`src/rtl/mul_div_unit_if.sv`:
```
// rtl/mul_div_unit_if.sv - request/result bundle between the execute stage and mul_div_unit
interface mul_div_unit_if #(
  parameter int WIDTH = 32
);
  logic             start;
  logic [1:0]       op;
  logic [WIDTH-1:0] a;
  logic [WIDTH-1:0] b;
  logic             busy;
  logic             done;
  logic [WIDTH-1:0] hi;
  logic [WIDTH-1:0] lo;
  logic             div0_exc;

  modport master (output start, op, a, b, input busy, done, hi, lo, div0_exc);
  modport slave  (input start, op, a, b, output busy, done, hi, lo, div0_exc);
endinterface

```
`src/rtl/mul_div_unit.sv`:
```
// rtl/mul_div_unit.sv - iterative MULT/MULTU/DIV/DIVU unit writing HI/LO
// Optional MULDIV_DIV0_EXC_EN: divide by zero pulses div0_exc/done at once and leaves HI/LO alone.
module mul_div_unit #(
  parameter int WIDTH = 32
) (
  input logic           i_clk,
  input logic           i_rst,
  mul_div_unit_if.slave io_bus
);
  localparam int CW = (WIDTH > 1) ? $clog2(WIDTH) : 1;

  typedef enum logic [1:0] {IDLE, RUN, FIX} state_t;

  state_t             r_state;
  state_t             w_state_nxt;
  logic               r_is_div;
  logic               r_neg_q;
  logic               r_neg_r;
  logic [WIDTH-1:0]   r_opnd;
  logic [2*WIDTH-1:0] r_acc;
  logic [CW-1:0]      r_count;
  logic               r_busy;
  logic               r_done;
  logic [WIDTH-1:0]   r_hi;
  logic [WIDTH-1:0]   r_lo;

  logic               w_signed;
  logic               w_is_div;
  logic               w_div0;
  logic               w_accept;
  logic               w_last;
  logic [WIDTH-1:0]   w_abs_a;
  logic [WIDTH-1:0]   w_abs_b;
  logic [WIDTH:0]     w_madd;
  logic [WIDTH:0]     w_dshift;
  logic               w_dge;
  logic [WIDTH-1:0]   w_ddiff;
  logic [2*WIDTH-1:0] w_step;
  logic [2*WIDTH-1:0] w_prod;
  logic [WIDTH-1:0]   w_quo;
  logic [WIDTH-1:0]   w_rem;

  assign w_signed = io_bus.op[0];
  assign w_is_div = io_bus.op[1];
  assign w_abs_a  = (w_signed && io_bus.a[WIDTH-1]) ? -io_bus.a : io_bus.a;
  assign w_abs_b  = (w_signed && io_bus.b[WIDTH-1]) ? -io_bus.b : io_bus.b;
  assign w_last   = (r_count == CW'(WIDTH-1));

`ifdef MULDIV_DIV0_EXC_EN
  logic r_div0;

  assign w_div0 = w_is_div && (io_bus.b == '0);

  always_ff @(posedge i_clk) begin
    if (i_rst) r_div0 <= 1'b0;
    else       r_div0 <= w_accept && w_div0;
  end

  assign io_bus.div0_exc = r_div0;
`else
  assign w_div0          = 1'b0;
  assign io_bus.div0_exc = 1'b0;
`endif

  always_ff @(posedge i_clk) begin
    if (i_rst) r_state <= IDLE;
    else       r_state <= w_state_nxt;
  end

  always_comb begin
    w_state_nxt = r_state;
    w_accept    = 1'b0;
    case (r_state)
      IDLE: begin
        if (io_bus.start) begin
          w_accept = 1'b1;
          if (!w_div0) w_state_nxt = RUN;
        end
      end
      RUN:     if (w_last) w_state_nxt = FIX;
      FIX:     w_state_nxt = IDLE;
      default: w_state_nxt = IDLE;
    endcase
  end

  // Multiply keeps {partial product, remaining multiplier bits} in r_acc;
  // divide keeps {remainder, dividend bits shifting into quotient bits}.
  assign w_madd   = {1'b0, r_acc[2*WIDTH-1:WIDTH]} + (r_acc[0] ? {1'b0, r_opnd} : {(WIDTH+1){1'b0}});
  assign w_dshift = {r_acc[2*WIDTH-1:WIDTH], r_acc[WIDTH-1]};
  assign w_dge    = (w_dshift >= {1'b0, r_opnd});
  assign w_ddiff  = w_dshift[WIDTH-1:0] - r_opnd;
  assign w_step   = r_is_div ? (w_dge ? {w_ddiff, r_acc[WIDTH-2:0], 1'b1}
                                      : {w_dshift[WIDTH-1:0], r_acc[WIDTH-2:0], 1'b0})
                             : {w_madd, r_acc[WIDTH-1:1]};

  assign w_prod = r_neg_q ? -r_acc : r_acc;
  assign w_quo  = r_neg_q ? -r_acc[WIDTH-1:0] : r_acc[WIDTH-1:0];
  assign w_rem  = r_neg_r ? -r_acc[2*WIDTH-1:WIDTH] : r_acc[2*WIDTH-1:WIDTH];

  always_ff @(posedge i_clk) begin
    if (i_rst) begin
      r_is_div <= 1'b0;
      r_neg_q  <= 1'b0;
      r_neg_r  <= 1'b0;
      r_opnd   <= '0;
      r_acc    <= '0;
      r_count  <= '0;
      r_busy   <= 1'b0;
      r_done   <= 1'b0;
      r_hi     <= '0;
      r_lo     <= '0;
    end else begin
      r_done <= 1'b0;
      if (w_accept) begin
        if (w_div0) begin
          r_done <= 1'b1;
        end else begin
          r_busy   <= 1'b1;
          r_count  <= '0;
          r_is_div <= w_is_div;
          r_neg_q  <= w_signed && (io_bus.a[WIDTH-1] ^ io_bus.b[WIDTH-1]);
          r_neg_r  <= w_signed && w_is_div && io_bus.a[WIDTH-1];
          r_opnd   <= w_is_div ? w_abs_b : w_abs_a;
          r_acc    <= {{WIDTH{1'b0}}, (w_is_div ? w_abs_a : w_abs_b)};
        end
      end
      if (r_state == RUN) begin
        r_acc   <= w_step;
        r_count <= r_count + CW'(1);
      end
      if (r_state == FIX) begin
        r_busy <= 1'b0;
        r_done <= 1'b1;
        r_hi   <= r_is_div ? w_rem : w_prod[2*WIDTH-1:WIDTH];
        r_lo   <= r_is_div ? w_quo : w_prod[WIDTH-1:0];
      end
    end
  end

  assign io_bus.busy = r_busy;
  assign io_bus.done = r_done;
  assign io_bus.hi   = r_hi;
  assign io_bus.lo   = r_lo;
endmodule

```
`src/flat_wrapper.sv`:
```
// flat-port wrapper written by rule: the top's interface ports become plain ports
module mul_div_unit_flat 
#(
  parameter int WIDTH = 32
)
  (i_clk, i_rst, io_bus_start, io_bus_op, io_bus_a, io_bus_b, io_bus_busy, io_bus_done, io_bus_hi, io_bus_lo, io_bus_div0_exc);
  mul_div_unit_if #(.WIDTH(WIDTH)) io_bus_i ();
  input logic i_clk;
  input logic i_rst;
  input wire logic [$bits(io_bus_i.start)-1:0] io_bus_start;
  input wire logic [$bits(io_bus_i.op)-1:0] io_bus_op;
  input wire logic [$bits(io_bus_i.a)-1:0] io_bus_a;
  input wire logic [$bits(io_bus_i.b)-1:0] io_bus_b;
  output wire logic [$bits(io_bus_i.busy)-1:0] io_bus_busy;
  output wire logic [$bits(io_bus_i.done)-1:0] io_bus_done;
  output wire logic [$bits(io_bus_i.hi)-1:0] io_bus_hi;
  output wire logic [$bits(io_bus_i.lo)-1:0] io_bus_lo;
  output wire logic [$bits(io_bus_i.div0_exc)-1:0] io_bus_div0_exc;
  assign io_bus_i.start = io_bus_start;
  assign io_bus_i.op = io_bus_op;
  assign io_bus_i.a = io_bus_a;
  assign io_bus_i.b = io_bus_b;
  assign io_bus_busy = io_bus_i.busy;
  assign io_bus_done = io_bus_i.done;
  assign io_bus_hi = io_bus_i.hi;
  assign io_bus_lo = io_bus_i.lo;
  assign io_bus_div0_exc = io_bus_i.div0_exc;
  mul_div_unit #(.WIDTH(WIDTH)) u_core (.i_clk(i_clk), .i_rst(i_rst), .io_bus(io_bus_i));
endmodule
```
`config.mk`:
```
export PLATFORM = sky130hd
export DESIGN_NAME = mul_div_unit_flat
export DESIGN_NICKNAME = d
export VERILOG_FILES = /design/src/rtl/mul_div_unit_if.sv /design/src/rtl/mul_div_unit.sv /design/src/flat_wrapper.sv
export SDC_FILE = /design/constraint.sdc
export NUM_CORES = 1
export LEC_CHECK = 0
export ABC_AREA = 1
export BUFFER_PORTS_ARGS = -buffer_cell sky130_fd_sc_hd__buf_2
export CAP_MARGIN = 20
export CELL_PAD_IN_SITES_DETAIL_PLACEMENT = 0
export CELL_PAD_IN_SITES_GLOBAL_PLACEMENT = 1
export CORE_MARGIN = 3
export CORE_UTILIZATION = 42
export CTS_BUF_LIST = sky130_fd_sc_hd__clkbuf_4 sky130_fd_sc_hd__clkbuf_8
export DETAILED_ROUTE_END_ITERATION = 10
export PLACE_DENSITY = 0.82
export REMOVE_ABC_BUFFERS = 1
export SYNTH_ARGS = -nofsm -noshare
export SYNTH_HDL_FRONTEND = slang
export SYNTH_SLANG_ARGS = --single-unit
```
`constraint.sdc`:
```
create_clock -name i_clk -period 4.7 [get_ports i_clk]
set_input_delay 0.47 -clock i_clk [delete_from_list [all_inputs] [get_ports i_clk]]
set_output_delay 0.47 -clock i_clk [all_outputs]
set_load 0.02 [all_outputs]
```
=== Word level (Yosys, flattened, before mapping) ===
Index checks and enable logic that the tools add are counted.

* Bits of input ports: 69
* Register bits after elaboration: 172
* Output and inout bits: 67
* Logic and storage cells: 57

* Bitwise gates (word level): 1
* Multiplexer cells: 22
* Magnitude comparators: 1
* Reduce and logical (&&, ||, !) cells: 9
* $add $sub $neg: 8
* Equal/unequal tests: 5

{| class="wikitable"
|+ Operators with widths
! kind !! count
|-
| 64-bit two-way mux || 5
|-
| 32-bit two-way mux || 9
|-
| 32-bit negation || 4
|-
| 64-bit negation || 1
|-
| 32-bit by 33-bit adder with 33-bit output || 1
|-
| 33-bit by 32-bit greater-or-equal comparator with 1-bit output || 1
|-
| 32-bit subtractor || 1
|-
| 5-bit two-way mux || 2
|-
| 5-bit by 1-bit adder with 5-bit output (second input constant) || 1
|-
| 5-bit equality test (second input constant) || 1
|-
| 1-bit logical AND || 5
|-
| 2-bit two-way mux || 2
|-
| 2-bit case mux with 2 select lines || 1
|-
| 1-bit two-way mux || 3
|-
| 2-bit by 1-bit equality test with 1-bit output (second input constant) || 1
|-
| 2-bit equality test (second input constant) || 1
|-
| 2-bit logical NOT || 1
|-
| 2-bit by 1-bit inequality test with 1-bit output (second input constant) || 1
|-
| 2-bit inequality test (second input constant) || 1
|-
| 2-bit AND reduction || 1
|-
| 2-bit nonzero test || 1
|-
| 2-bit OR reduction || 1
|-
| 1-bit XOR || 1
|}

=== Depth between registers and ports, before layout ===
* Depth after elaboration: 5
* Depth in mapped cells: 19
* Mapped depth without buffers: 18

=== Worst setup path after synthesis ===
Ideal clock, no wire load.

* Kind: reg2reg
* Start: reg u_core.r_acc[0]
* End: reg u_core.r_acc[61]
* Arrival: 2.455 ns
* Stages on the path, launching flop included: 18
* Period minus slack after synthesis: 2.590 ns
* Buffers on the path: 2
* Setup slack: 2.110 ns
* Path through: dfxtp_1 > buf_2 > clkbuf_1 > nand2_1 > inv_1 > ha_1 > inv_1 > fa_1 > o21ai_0 > nand2_1 > nand2_1 > inv_1 > o21ai_0 > nand2_1 > nand3_1 > nand3_1 > nand3_1 > a21oi_1

* Cells in the longest elaborated chain, start to end: 4

{| class="wikitable"
|+ RTL lines
! what !! RTL line !! RTL
|-
| start: declaration || mul_div_unit.sv:20 || <nowiki>logic [2*WIDTH-1:0] r_acc;</nowiki>
|-
| start signal: assignment || mul_div_unit.sv:124 || <nowiki>r_acc <= {{WIDTH{1'b0}}, (w_is_div ? w_abs_a : w_abs_b)};</nowiki>
|-
| start signal: assignment || mul_div_unit.sv:128 || <nowiki>r_acc <= w_step;</nowiki>
|-
| 32-bit two-way mux || mul_div_unit.sv:88 || <nowiki>assign w_madd = {1'b0, r_acc[2*WIDTH-1:WIDTH]} + (r_acc[0] ? {1'b0, r_opnd} : {(WIDTH+1){1'b0}});</nowiki>
|-
| 32-bit by 33-bit adder with 33-bit output || mul_div_unit.sv:88 ||
|-
| 64-bit two-way mux || mul_div_unit.sv:92 || <nowiki>assign w_step = r_is_div ? (w_dge ? {w_ddiff, r_acc[WIDTH-2:0], 1'b1}</nowiki>
|-
| 64-bit two-way mux || mul_div_unit.sv:127 || <nowiki>if (r_state == RUN) begin</nowiki>
|}

Every way passes these cells.
A chain may end at the register's enable or synchronous reset.

=== Worst setup path after layout ===
* Start: reg u_core.r_acc[32]
* End: reg u_core.r_acc[59]

* Cells in the longest elaborated chain, start to end: 4
* Elaborated cells between the ends (all ways): 6
* Classes of those cells: 2 x add/sub; 1 x order compare; 3 x mux

{| class="wikitable"
|+ RTL lines
! what !! RTL line
|-
| 32-bit subtractor / 33-bit by 32-bit greater-or-equal comparator with 1-bit output (equally long branches) || mul_div_unit.sv:91, mul_div_unit.sv:90
|-
| 64-bit two-way mux || mul_div_unit.sv:92
|-
| 64-bit two-way mux * || mul_div_unit.sv:92
|-
| 64-bit two-way mux * || mul_div_unit.sv:127
|}

Every way passes the cells marked *; elsewhere a longest branch is shown, timed or not.

==> summary.md <==
• completed — result of the run
• 0 — post-cts resize count
• clkbuf_8 — library cell used as clock root buffer
• 0 — number of enable-type register cells in the synthesized netlist
• 3.52 ns — final period demand of the worst path
• 0.12 ns — Worst-path clk slew
• 61 — maximum number of pins on one net before global-route repair
• 0.906 ns — Least-Margin Pin Slew
• dfxtp_1 — cell type contributing the most total cell area after synthesis
• 5.58 — Vias/cell
• input port to flip-flop — Hold Path Class
• 4960 uW — total power of the final layout
• 18,828 — number of global-route vias before repair
• 12 — count of cells along the worst register-to-register path
• 6.09 mm — met3 wire len
• 0 — share of synthesized registers carrying an async set or reset
• 3,018 — Cells after Synth
• 0 — final hold violation count
• 1.01 — routability congestion estimate from global placement
• 9 — DRT Pass-1 Iters
• 134 — # port buffers
• 0 — Synthesis Warnings
• 0 — residual DRC count
• 207 um — width of the die
• 39,900 um^2 — core region area
• dfxtp_1, nand2_1, inv_1 — Synth area leaders
• 5.65 um^2 — syn avg cell area
• 0.396 — Relative slew margins
• u_core.r_acc[59]$_SDFFE_PP0P_ — Worst R2R End
• 0.54 ns — clock latency on the worst-skew pair
• 4 — # H-tree levels
• 0 — Max-Cap Viols
• 267 nW/um^2 — power density over the cells
• 5.16 ns — data required time of the worst path
• flip-flop — Crit. End Element
• 0 — residual overflow from global routing
• 0 — Max Transition Viols Final
• u_core.r_acc[32]$_SDFFE_PP0P_ — Setup crit start
• 3,626 — non-filler cells in the finished layout
• 110 mm — wire length of the first global-routing pass
• done — clock tree from TritonCTS
• 72.2 mm — Post-Route WL
• 73 — count of standard-cell rows
• u_core.r_acc[59]$_SDFFE_PP0P_ — crit path to
• 8.79% — Area growth syn-to-layout
• 0.0942 — share of layout cells above drive strength 1
• 43,000 um^2 — area of the die
• 0 — number of hold-repair buffers added at the cts stage
• 0.0331 ns — Worst Clk Skew
• 31.9 mm — routed metal-1 wire length
• 3.98 ns — Arrival @ worst endpoint
• 0.000210 V — worst supply voltage drop on vdd
• 2,041 — number of DRC markers in iteration 0
• 0 — antenna violation net count after detailed routing
• 0.202 — share of the yosys chip area belonging to registers
• u_core.r_acc[32]$_SDFFE_PP0P_ — origin of the critical flop-to-flop path
• 0 ns — Total Neg Setup Slack
• met4 — highest routed layer
• 0 — total inserted antenna cells
• flip-flop — CP startpoint kind
• 172 — number of clock sinks
• 19.9 um — wire length per cell
• 172 — flip-flop and latch count after synthesis
• 4,458 — fillcell total
• 0.465 — final core area utilization
• 0.323 — overall global routing resource usage
• 136 — IO Count
• 0.427 — starting density of the core
• 58 — count of cell types in the netlist
• 18,100 um^2 — placed cell area
• 3,594 — placed insts
• 57.9 mm — final HPWL from detailed placement
• 0 — number of endpoints failing setup at the final stage
• 0.202 — top-area cell type share of the netlist area
• 2 — CTS max path bufs
• flip-flop to flip-flop — worst setup path class
• dfxtp_1 — Main synth FF type
• 0.749 — post-route fraction of the period consumed by the critical path
• no — setup repair after global routing missed its margin
• 284 MHz — f_max
• 0 — post-CTS repair timing setup buffer count
• 207 um — die extent in y
• 0 — initial antenna violation count
• 17 — number of buffers created by CTS
• 3,229 — count of nets after finishing
• 17,000 um^2 — Mapped Area
• 31.5 mm — detailed route wirelength on metal2
• 0.00929 uW — leakage power of the design
• 20,216 — number of vias after detailed routing
• 18,500 um^2 — post-route cell area
• 10 — highest net fanout along the worst path
• 1.18 ns — flop-to-flop setup slack
## area by class of cell
type / instances / area, um^2 / share of cell area
multi-input combinational: 2285 / 11400 / 0.617
inverter: 450 / 1690 / 0.0911
timing repair buffer: 162 / 893 / 0.0482
clock buffer: 18 / 241 / 0.0130
sequential: 172 / 3450 / 0.186
tap: 525 / 657 / 0.0354
clock inverter: 14 / 169 / 0.00911
## synth_stat cells, types with 3 or more instances
cell type    n
nand2_1    878
inv_1      435
nor2_1     260
nand3_1    256
a21oi_1    230
o21ai_0    230
dfxtp_1    172
clkbuf_1    85
ha_1        70
xor2_1      52
nand4_1     44
nor3_1      36
o211ai_1    25
buf_2       19
nand2_2     19
nand3_2     19
nor2_2      15
a31oi_1     14
o21bai_1    14
a21oi_2     12
o21ai_1     12
or2_2       11
inv_2        8
nand3b_1     8
xnor2_1      8
a32o_1       7
clkinv_1     7
o221ai_1     7
o31ai_1      7
a22oi_1      6
and2_1       6
o21a_1       6
a21o_1       5
a21boi_0     3
buf_1        3
o22ai_1      3
## metal layers
| metal | vias up | GRT usage |
|---|---|---|
| met3 | 122 | 0.0583 |
| met5 | - | 0 |
| met4 | 0 | 0.118 |
| met1 | 9244 | 0.444 |
| li1 | 9910 | - |
| met2 | 940 | 0.508 |
## state kept, by name, summed over array words and instances (netlist names)
| register | cells |
|---|---|
| u_core.io_bus.lo | 32 |
| u_core.io_bus.busy | 1 |
| u_core.r_is_div | 1 |
| u_core.io_bus.done | 1 |
| u_core.io_bus.hi | 32 |
| u_core.r_state | 2 |
| u_core.r_opnd | 32 |
| u_core.r_neg_r | 1 |
| u_core.r_acc | 64 |
| u_core.r_neg_q | 1 |
| u_core.r_count | 5 |
## layout by cell type, fill, tap and decap left out, types with 3 or more instances in the layout
cell      instances
a21boi_0          3
a21o_1            5
a21oi_1         230
a21oi_2          12
a22oi_1           6
a31oi_1          14
a32o_1            7
and2_1            6
buf_2           134
buf_4            27
clkbuf_8         17
clkinv_1          6
dfxtp_1         170
ha_1             70
inv_1           435
inv_2             9
inv_8             5
nand2_1         878
nand2_2          19
nand3_1         256
nand3_2          19
nand3b_1          8
nand4_1          44
nor2_1          257
nor2_2           15
nor2_4            4
nor3_1           36
o211ai_1         25
o21a_1            6
o21ai_0         230
o21ai_1          12
o21bai_1         14
o221ai_1          7
o22ai_1           3
o31ai_1           7
or2_2            11
xnor2_1           8
xor2_1           52
## cell families (layout without fill, tap and decap cells)
kind of cell,count (synthesis),in the layout,synth area share
AND/OR/NAND/NOR,1562,1562,0.393
XOR/XNOR,60,60,0.0308
flip-flops,172,172,0.202
AO/OA/AOI/OAI,590,590,0.192
adder cells (fa/ha/maj),72,72,0.0537
buffers and inverters,561,644,0.128
other,1,1,0.000220
## power breakdown
part | internal (uW) | switching (uW) | total, uW
sequential | 1530 | 133 | 1660
clock | 454 | 699 | 1150
combinational | 611 | 1530 | 2140
## worst min path at each step
stage	slack, ns	start	to	depth (start not counted)
2_1_floorplan	0.44	u_core.r_count[4]$_SDFFE_PP0P_	u_core.r_count[4]$_SDFFE_PP0P_	2
3_3_place_gp	0.43	u_core.io_bus.hi[29]$_SDFFE_PP0P_	u_core.io_bus.hi[29]$_SDFFE_PP0P_	2
3_5_place_dp	0.43	u_core.io_bus.hi[29]$_SDFFE_PP0P_	u_core.io_bus.hi[29]$_SDFFE_PP0P_	2
4_1_cts	0.22	io_bus_b[0]	u_core.r_opnd[0]$_SDFFE_PP0P_	3
5_1_grt	0.26	io_bus_b[0]	u_core.r_opnd[0]$_SDFFE_PP0P_	3
6_report	0.27	io_bus_b[0]	u_core.r_opnd[0]$_SDFFE_PP0P_	3
## critical path: stages (launching register included)
cell and delay, ns:
dfxtp_1 0.79, ha_1 0.40, inv_1 0.09, fa_1 0.44, o21ai_0 0.39, a21oi_1 0.27, o21bai_1 0.44, nand2_1 0.15
nand2_1 0.09, nand2_1 0.05, nand3_1 0.09, nand3_1 0.09, a21oi_1 0.17
## stage by stage
| step | hold WS (ns) | worst slack [ns] |
|---|---|---|
| global placement | 0.433 | 1.38 |
| floorplan | 0.439 | -0.917 |
| finish | 0.267 | 1.18 |
| CTS | 0.224 | 1.22 |
| detailed placement | 0.434 | 1.28 |
| global route | 0.259 | 1.04 |
(Power assumes the default switching activity.)
